`src/rtl/wash_cycle_sequencer.sv`:
```
// Phase sequencer for the washing-machine controller: fill, wash, rinse, optional
// second wash+rinse, spin. Each phase is timed against the duration returned by the external ROM.
module wash_cycle_sequencer #(
  parameter int         CNT_W      = 32,
  parameter logic [2:0] FILL_CODE  = 3'b001,
  parameter logic [2:0] WASH_CODE  = 3'b011,
  parameter logic [2:0] RINSE_CODE = 3'b111,
  parameter logic [2:0] SPIN_CODE  = 3'b110,
  parameter logic [2:0] IDLE_CODE  = 3'b000
) (
  input  logic             clk,
  input  logic             rst,
  input  logic             coin_in,
  input  logic             double_wash,
  input  logic [1:0]       clk_freq,
  input  logic             timer_pause,
  input  logic [CNT_W-1:0] counts_num,
  output logic [2:0]       state_code,
  output logic [1:0]       clk_freq_sel,
  output logic [CNT_W-1:0] phase_cnt,
  output logic             busy,
  output logic             wash_done
);

  typedef enum logic [2:0] {
    st_idle  = IDLE_CODE,
    st_fill  = FILL_CODE,
    st_wash  = WASH_CODE,
    st_rinse = RINSE_CODE,
    st_spin  = SPIN_CODE
  } state_t;

  state_t           state_r, state_s;
  logic [CNT_W-1:0] cnt_r, cnt_s;
  logic [1:0]       freq_r, freq_s;
  logic             pass_r, pass_s;
  logic             dbl_r, dbl_s;
  logic             done_r, done_s;
  logic             busy_r;
  logic [CNT_W:0]   cnt_inc_s;
  logic             term_s;

  // One bit wider than the counter so an all-ones duration never wraps the compare.
  assign cnt_inc_s = {1'b0, cnt_r} + {{CNT_W{1'b0}}, 1'b1};
  assign term_s    = (cnt_inc_s >= {1'b0, counts_num});

  // Next-state and next-register values for the phase sequencer.
  always_comb begin
    state_s = state_r;
    cnt_s   = cnt_r;
    freq_s  = freq_r;
    pass_s  = pass_r;
    dbl_s   = dbl_r;
    done_s  = done_r;
    case (state_r)
      st_idle: begin
        if (coin_in) begin
          state_s = st_fill;
          freq_s  = clk_freq;
          dbl_s   = double_wash;
          pass_s  = 1'b0;
          cnt_s   = {CNT_W{1'b0}};
          done_s  = 1'b0;
        end else begin
          state_s = st_idle;
        end
      end
      st_fill: begin
        if (term_s) begin
          cnt_s   = {CNT_W{1'b0}};
          state_s = st_wash;
        end else begin
          cnt_s = cnt_inc_s[CNT_W-1:0];
        end
      end
      st_wash: begin
        if (term_s) begin
          cnt_s   = {CNT_W{1'b0}};
          state_s = st_rinse;
        end else begin
          cnt_s = cnt_inc_s[CNT_W-1:0];
        end
      end
      st_rinse: begin
        if (term_s) begin
          cnt_s = {CNT_W{1'b0}};
          // The second pass is taken at most once per accepted coin.
          if (dbl_r && !pass_r) begin
            state_s = st_wash;
            pass_s  = 1'b1;
          end else begin
            state_s = st_spin;
          end
        end else begin
          cnt_s = cnt_inc_s[CNT_W-1:0];
        end
      end
      st_spin: begin
        if (timer_pause) begin
          state_s = st_spin;
        end else if (term_s) begin
          cnt_s   = {CNT_W{1'b0}};
          state_s = st_idle;
          done_s  = 1'b1;
        end else begin
          cnt_s = cnt_inc_s[CNT_W-1:0];
        end
      end
      default: begin
        state_s = st_idle;
        cnt_s   = {CNT_W{1'b0}};
        pass_s  = 1'b0;
        dbl_s   = 1'b0;
        done_s  = 1'b0;
      end
    endcase
  end

  // State and datapath registers with synchronous reset.
  always_ff @(posedge clk) begin
    if (rst) begin
      state_r <= st_idle;
      cnt_r   <= {CNT_W{1'b0}};
      freq_r  <= 2'b00;
      pass_r  <= 1'b0;
      dbl_r   <= 1'b0;
      done_r  <= 1'b0;
      busy_r  <= 1'b0;
    end else begin
      state_r <= state_s;
      cnt_r   <= cnt_s;
      freq_r  <= freq_s;
      pass_r  <= pass_s;
      dbl_r   <= dbl_s;
      done_r  <= done_s;
      busy_r  <= (state_s != st_idle);
    end
  end

  assign state_code   = state_r;
  assign clk_freq_sel = freq_r;
  assign phase_cnt    = cnt_r;
  assign busy         = busy_r;
  assign wash_done    = done_r;

endmodule

```
`config.mk`:
```
export PLATFORM = sky130hd
export DESIGN_NAME = wash_cycle_sequencer
export DESIGN_NICKNAME = d
export VERILOG_FILES = /design/src/rtl/wash_cycle_sequencer.sv
export SDC_FILE = /design/constraint.sdc
export NUM_CORES = 1
export LEC_CHECK = 0
export ABC_AREA = 0
export CELL_PAD_IN_SITES_DETAIL_PLACEMENT = 2
export CELL_PAD_IN_SITES_GLOBAL_PLACEMENT = 2
export CORE_AREA = 4 4 107 135
export CTS_CLUSTER_DIAMETER = 50
export DETAILED_ROUTE_END_ITERATION = 6
export DIE_AREA = 0 0 111 139
export GPL_TIMING_DRIVEN = 0
export PLACE_DENSITY = 0.68
export SETUP_SLACK_MARGIN = 0.2
export SLEW_MARGIN = 20
export SYNTH_ARGS = -nofsm -noshare
export SYNTH_HDL_FRONTEND = slang
export SYNTH_SLANG_ARGS = --single-unit
```
`constraint.sdc`:
```
create_clock -name clk -period 6.3 [get_ports clk]
set_input_delay 1.26 -clock clk [delete_from_list [all_inputs] [get_ports clk]]
set_output_delay 1.26 -clock clk [all_outputs]
set_load 0.01 [all_outputs]
```
# Word-level counts from Yosys, hierarchy flattened
# Cells that the tools add are included.
dict set report word_totals {
  output_inout_bits 39
  reg_bits 41
  in_bits 39
  word_cells 54
}
dict set report classes {
  bitwise 3
  n_reduce_logical 12
  mux 21
  addsub 1
  magnitude_cmp 1
  eq_ne 9
}
# operator n
set op_table {}
lappend op_table {{32-bit two-way mux} 3}
lappend op_table {{32-bit case mux with 3 select lines} 1}
lappend op_table {{32-bit by 1-bit adder with 33-bit output, second input constant} 1}
lappend op_table {{33-bit by 32-bit >= comparator with 1-bit output} 1}
lappend op_table {{3-bit two-way mux} 6}
lappend op_table {{3-bit case mux with 5 select lines} 1}
lappend op_table {{2-bit != test, second input constant} 5}
lappend op_table {{4-bit AND reduction} 2}
lappend op_table {{1-bit two-way mux} 7}
lappend op_table {{3-bit equality test, second input constant} 2}
lappend op_table {{1-bit case mux with 3 select lines} 2}
lappend op_table {{2-bit AND reduction} 3}
lappend op_table {{3-bit OR reduction} 2}
lappend op_table {{4-bit OR reduction} 1}
lappend op_table {{3-bit by 1-bit equality test with 1-bit output, second input constant} 1}
lappend op_table {{3-bit by 2-bit equality test with 1-bit output, second input constant} 1}
lappend op_table {{3-bit logical NOT} 1}
lappend op_table {{1-bit NOT} 3}
lappend op_table {{3-bit nonzero test} 1}
lappend op_table {{1-bit case mux with 2 select lines} 1}
lappend op_table {{1-bit logical AND} 1}
lappend op_table {{1-bit logical NOT} 1}

# Depth between registers and ports, before layout
dict set report logic_depth {
  ltp_word 6
  ltp_mapped 16
  mapped_depth_nobuf 13
}

# Worst setup path before layout
# No wires, ideal clock.
dict set report synth_timing {
  path_type {register to register}
  from {reg cnt_r[3] (netlist: phase_cnt[3])}
  to {reg cnt_r[4] (netlist: phase_cnt[4])}
  period_less_slack_ns 3.359
  n_path_buf 2
  path_slack_ns 2.941
  required_ns 6.183
  path_stages_with_launch 15
  setup_ns 0.117
  t_arrival_ns 3.242
  cell_sequence {dfxtp_1 -> buf_2 -> nand4_2 -> nor3_4 -> nand4_1 -> or2_1 -> xnor2_1 -> ha_1 -> nand3_1 -> nor4_2 -> nand2_1 -> a211o_1 -> and2_4 -> buf_6 -> a32o_1}
}
dict set report synth_via {
  elab_chain_cells 5
}
# item line_no
set synth_rtl {}
lappend synth_rtl {{start: declaration} 34} ;# logic [CNT_W-1:0] cnt_r, cnt_s;
lappend synth_rtl {{start signal: assignment} 123} ;# cnt_r <= {CNT_W{1'b0}};
lappend synth_rtl {{start signal: assignment} 131} ;# cnt_r <= cnt_s;
lappend synth_rtl {{32-bit by 1-bit adder with 33-bit output *} 44} ;# assign cnt_inc_s = {1'b0, cnt_r} + {{CNT_W{1'b0}}, 1'b1};
lappend synth_rtl {{33-bit by 32-bit >= comparator with 1-bit output} 45} ;# assign term_s = (cnt_inc_s >= {1'b0, counts_num});
lappend synth_rtl {{32-bit two-way mux *} n/a}
lappend synth_rtl {{32-bit two-way mux} 99} ;# if (timer_pause) begin
lappend synth_rtl {{32-bit case mux with 3 select lines *} 55} ;# case (state_r)
# Every way passes the cells marked *; elsewhere a longest branch is shown, timed or not. The select of a mux whose other input is x is not followed.
# A chain may end at the register's enable or synchronous reset.

# Worst setup path in the final report
dict set report layout_timing {
  from {reg cnt_r[2] (netlist: phase_cnt[2])}
  to {reg cnt_r[8] (netlist: phase_cnt[8])}
}
# Same word-level chain as after synthesis.

==> impl_metrics.py <==
metrics = {
    "sta": {
        "setup-tns-final_ns": 0,
        "hold_violations": 0,
        "period_share_pct": 69.0,
        "clock.fmax_mhz": 230,
        "relSlewSlack_pct": 35.9,
        "slew_viol_final": 0,
        "min_period_ns": 4.35,
        "skew_ns": 0.00336,
        "worst_pin_slew_ns": 0.955,
        "setup_viol": 0,
        "rsz0062_at_grt": "no",
        "fin_ws_ns": 1.95,
    },
    "logic_synthesis": {
        "synth-async-reset-ratio_pct": 0,
        "ys_ff_latch": 41,
        "syn_nets": 470,
        "synth_edf_count": 0,
        "ys_seq_area_share_pct": 25.3,
        "yosys_warnings": 0,
        "avgSynthCellArea_um2": 8.15,
        "ys.flop_type": "dfxtp_1",
        "synth_area_um2": 3240,
        "syn_inst": 398,
        "yosysUniqueCellTypes": 55,
    },
    "cells_and_area": {
        "multi_input_area_um2": 2140,
        "n_antenna_cell": 0,
        "drive_gt1_share_pct": 7.68,
        "nFillCells": 1480,
        "final_common_cell": "clkdlybuf4s50_1",
        "fin_area_um2": 4410,
        "syn_to_final_growth_pct": 35.9,
        "register_area_um2": 821,
        "final_nets": 553,
        "layout_common_cells": "76 x clkdlybuf4s50_1, 41 x dfxtp_1, 39 x inv_1",
    },
    "detailed_routing": {
        "vias_per_cell": 5.06,
        "drc": 0,
        "totalWireLength_mm": 12.0,
        "drt_iter0_markers": 131,
        "vias": 3302,
        "wl_per_cell_um": 18.5,
        "drt.antenna.violating_nets": 0,
        "dr.pass1.iters": 4,
    },
    "placement": {
        "hpwl_mm": 9.46,
        "postPlaceCellArea_um2": 4220,
        "place_congestion": 0.780,
        "io_buffers": 76,
        "pre_cts_slack_ns": 1.90,
    },
    "clock_tree": {
        "clock_latency_ns": 0.29,
        "htreeDepth": 2,
        "hold_buffers": 0,
        "cts_resized": 0,
        "numCtsBuffers": 5,
        "clkSinkCount": 41,
        "clk_pin_slew_ns": 0.06,
        "cts_buffer_depth": 2,
        "post_cts_buffers": 0,
        "cts_root_buf": "clkbuf_16",
        "cts_tree": "done",
    },
    "run_status": {
        "status": "completed",
    },
    "grt": {
        "grt-ovfl-total": 0,
        "first_global_vias": 3626,
        "grt_start_max_net_pins": 14,
        "grt_pass1_wl_mm": 19.7,
        "antenna_found_initial": 0,
        "grt_usage_pct": 15.8,
    },
    "critical_path": {
        "path_class": "register to register",
        "critPathRequiredTime_ns": 6.46,
        "crit_path_end_kind": "register",
        "r2r-end": "phase_cnt[8]",
        "crit_path_start_kind": "register",
        "cp.buffers_inverters": 2,
        "regToRegSetupSlack_ns": 1.95,
        "cp_max_fo": 10,
        "crit_arrival_ns": 4.51,
        "slowest_stage": "nor4_2",
        "ff2ff_path_depth": 14,
        "critPathTopFamily": "simple AND/OR/NAND/NOR gates",
        "cp_slowest_stage_delay_ns": 0.48,
        "crit_top_cell": "nand3_1",
        "rr_startpoint": "phase_cnt[2]",
        "crit_chain": "nand3_1 -> nor3_4 -> nand4_1 -> or2_1 -> xnor2_1 -> ha_1 -> nand3_1 -> nor4_2 -> nand2_1 -> a211o_1 -> buf_2 -> buf_2 -> nand3_1 -> o211ai_1",
    },
    "worst_hold_path": {
        "min_from": "clk_freq_sel[0]",
        "min_path_cells": 2,
        "worst_hold_path_type": "register to register",
        "worstHoldEndpoint": "clk_freq_sel[0]",
    },
    "power_and_ir_drop": {
        "clkPwrFrac_pct": 49.9,
        "netSwitchingPower_uw": 153,
        "power_switching_share_pct": 22.4,
        "powerDensity_nw_per_um2": 154,
        "power_frac_comb_pct": 11.2,
        "irDropWorstVdd_mv": 0.0983,
        "power_frac_seq_pct": 38.9,
        "finalPower_uw": 681,
        "p_int_uw": 528,
        "leakage_nw": 1.80,
    },
    "floorplanning": {
        "core_area_um2": 13100,
        "die-height_um": 139,
        "die_w_um": 111,
        "fp.dieArea_um2": 15400,
        "row_count": 47,
        "ios": 78,
        "floorplan.initialDensity_pct": 24.7,
    },
    "run": {
        "max_cap_viol_count": 0,
    },
}
sequential cells by signal (all words and copies together) (netlist names):
signal	count
wash_done	1
pass_r	1
phase_cnt	32
state_code	3
clk_freq_sel	2
dbl_r	1
busy	1
power by group through the flow:
stage	combinational, mW	clock, mW	sequential (mW)
floorplan	0.0335	0	0.271
global placement	0.0744	0	0.270
detailed placement	0.0772	0	0.271
CTS	0.0782	0.348	0.265
global route	0.0859	0.358	0.265
finish	0.0766	0.340	0.265
logic make-up (layout without fill, tap and decap cells):
| kind of cell | Yosys count | after routing | synth area share, % |
|---|---|---|---|
| xor+xnor | 29 | 29 | 8.06 |
| buf+inv | 62 | 146 | 8.79 |
| mux | 4 | 4 | 1.23 |
| flops | 41 | 41 | 25.3 |
| compound gates | 84 | 84 | 19.6 |
| fa+ha+maj | 33 | 33 | 12.7 |
| simple gates | 145 | 145 | 24.3 |
synth_stat cells (all sizes together), types with 2 or more instances:
cell	n	area, um2
and2	6	40.0
or2	3	18.8
or3	3	18.8
o211ai	10	75.1
nor2b	2	12.5
xor2	8	77.6
nand3	31	155
a32o	18	180
dfxtp	41	821
inv	39	146
mux2i	4	40.0
nor4	2	18.8
o21a	2	15.0
nand2	38	145
and3	5	31.3
nor3b	3	22.5
xnor2	21	184
a221oi	2	17.5
and4	6	60.1
a211o	2	17.5
nor3	13	98.9
a211oi	2	15.0
o22ai	3	18.8
o221a	2	22.5
ha	33	413
a21boi	3	22.5
a21oi	17	85.1
clkbuf	10	41.3
nand4	10	75.1
nor2	21	78.8
buf	13	97.6
o21ai	10	50.1
a41oi	5	43.8
a41o	2	20.0
area by class of cell:
class | instances | area share (%)
well taps | 171 | 4.85
inverters | 39 | 3.32
multi-input cells | 295 | 48.5
plain buffers | 23 | 3.15
clock buffers | 5 | 2.84
clock inverters | 3 | 1.48
repair buffers | 76 | 17.3
flip-flops and latches | 41 | 18.6
per-stage QoR:
stage	utilization, %	hold WS [ns]	cells
floorplan	-	0.470	398
detailed placement	32.2	0.495	645
global placement	32.2	0.488	645
global route	33.6	0.543	653
finish	33.6	0.504	653
CTS	33.6	0.514	653
worst reg2reg max path, delay by kind of cell (launching register included):
| kind | cells | cell delay [ns] |
|---|---|---|
| AOI/OAI and AO/OA | 2 | 0.53 |
| xor gates and xnor gates | 1 | 0.14 |
| adders and majority gates | 1 | 0.30 |
| buffers and inverters | 2 | 0.47 |
| DFF | 1 | 0.47 |
| and+or+nand+nor | 8 | 2.31 |
worst max path at each step:
stage,to,startpoint,cells past startpoint,slack [ns]
floorplan,phase_cnt[4],phase_cnt[3],14,2.94
global placement,phase_cnt[16],phase_cnt[2],14,1.93
detailed placement,phase_cnt[16],phase_cnt[2],14,1.90
CTS,phase_cnt[16],phase_cnt[2],14,1.88
global route,phase_cnt[2],phase_cnt[0],15,1.60
finish,phase_cnt[8],phase_cnt[2],14,1.95
routing by layer:
| metal | GRT usage (%) | routed length [um] |
|---|---|---|
| met4 | 4.09 | 195 |
| met1 | 18.1 | 4890 |
| met2 | 30.3 | 6590 |
| met5 | 0 | 0 |
| met3 | 2.05 | 372 |
Note: power is estimated with default switching activity, not from simulation.
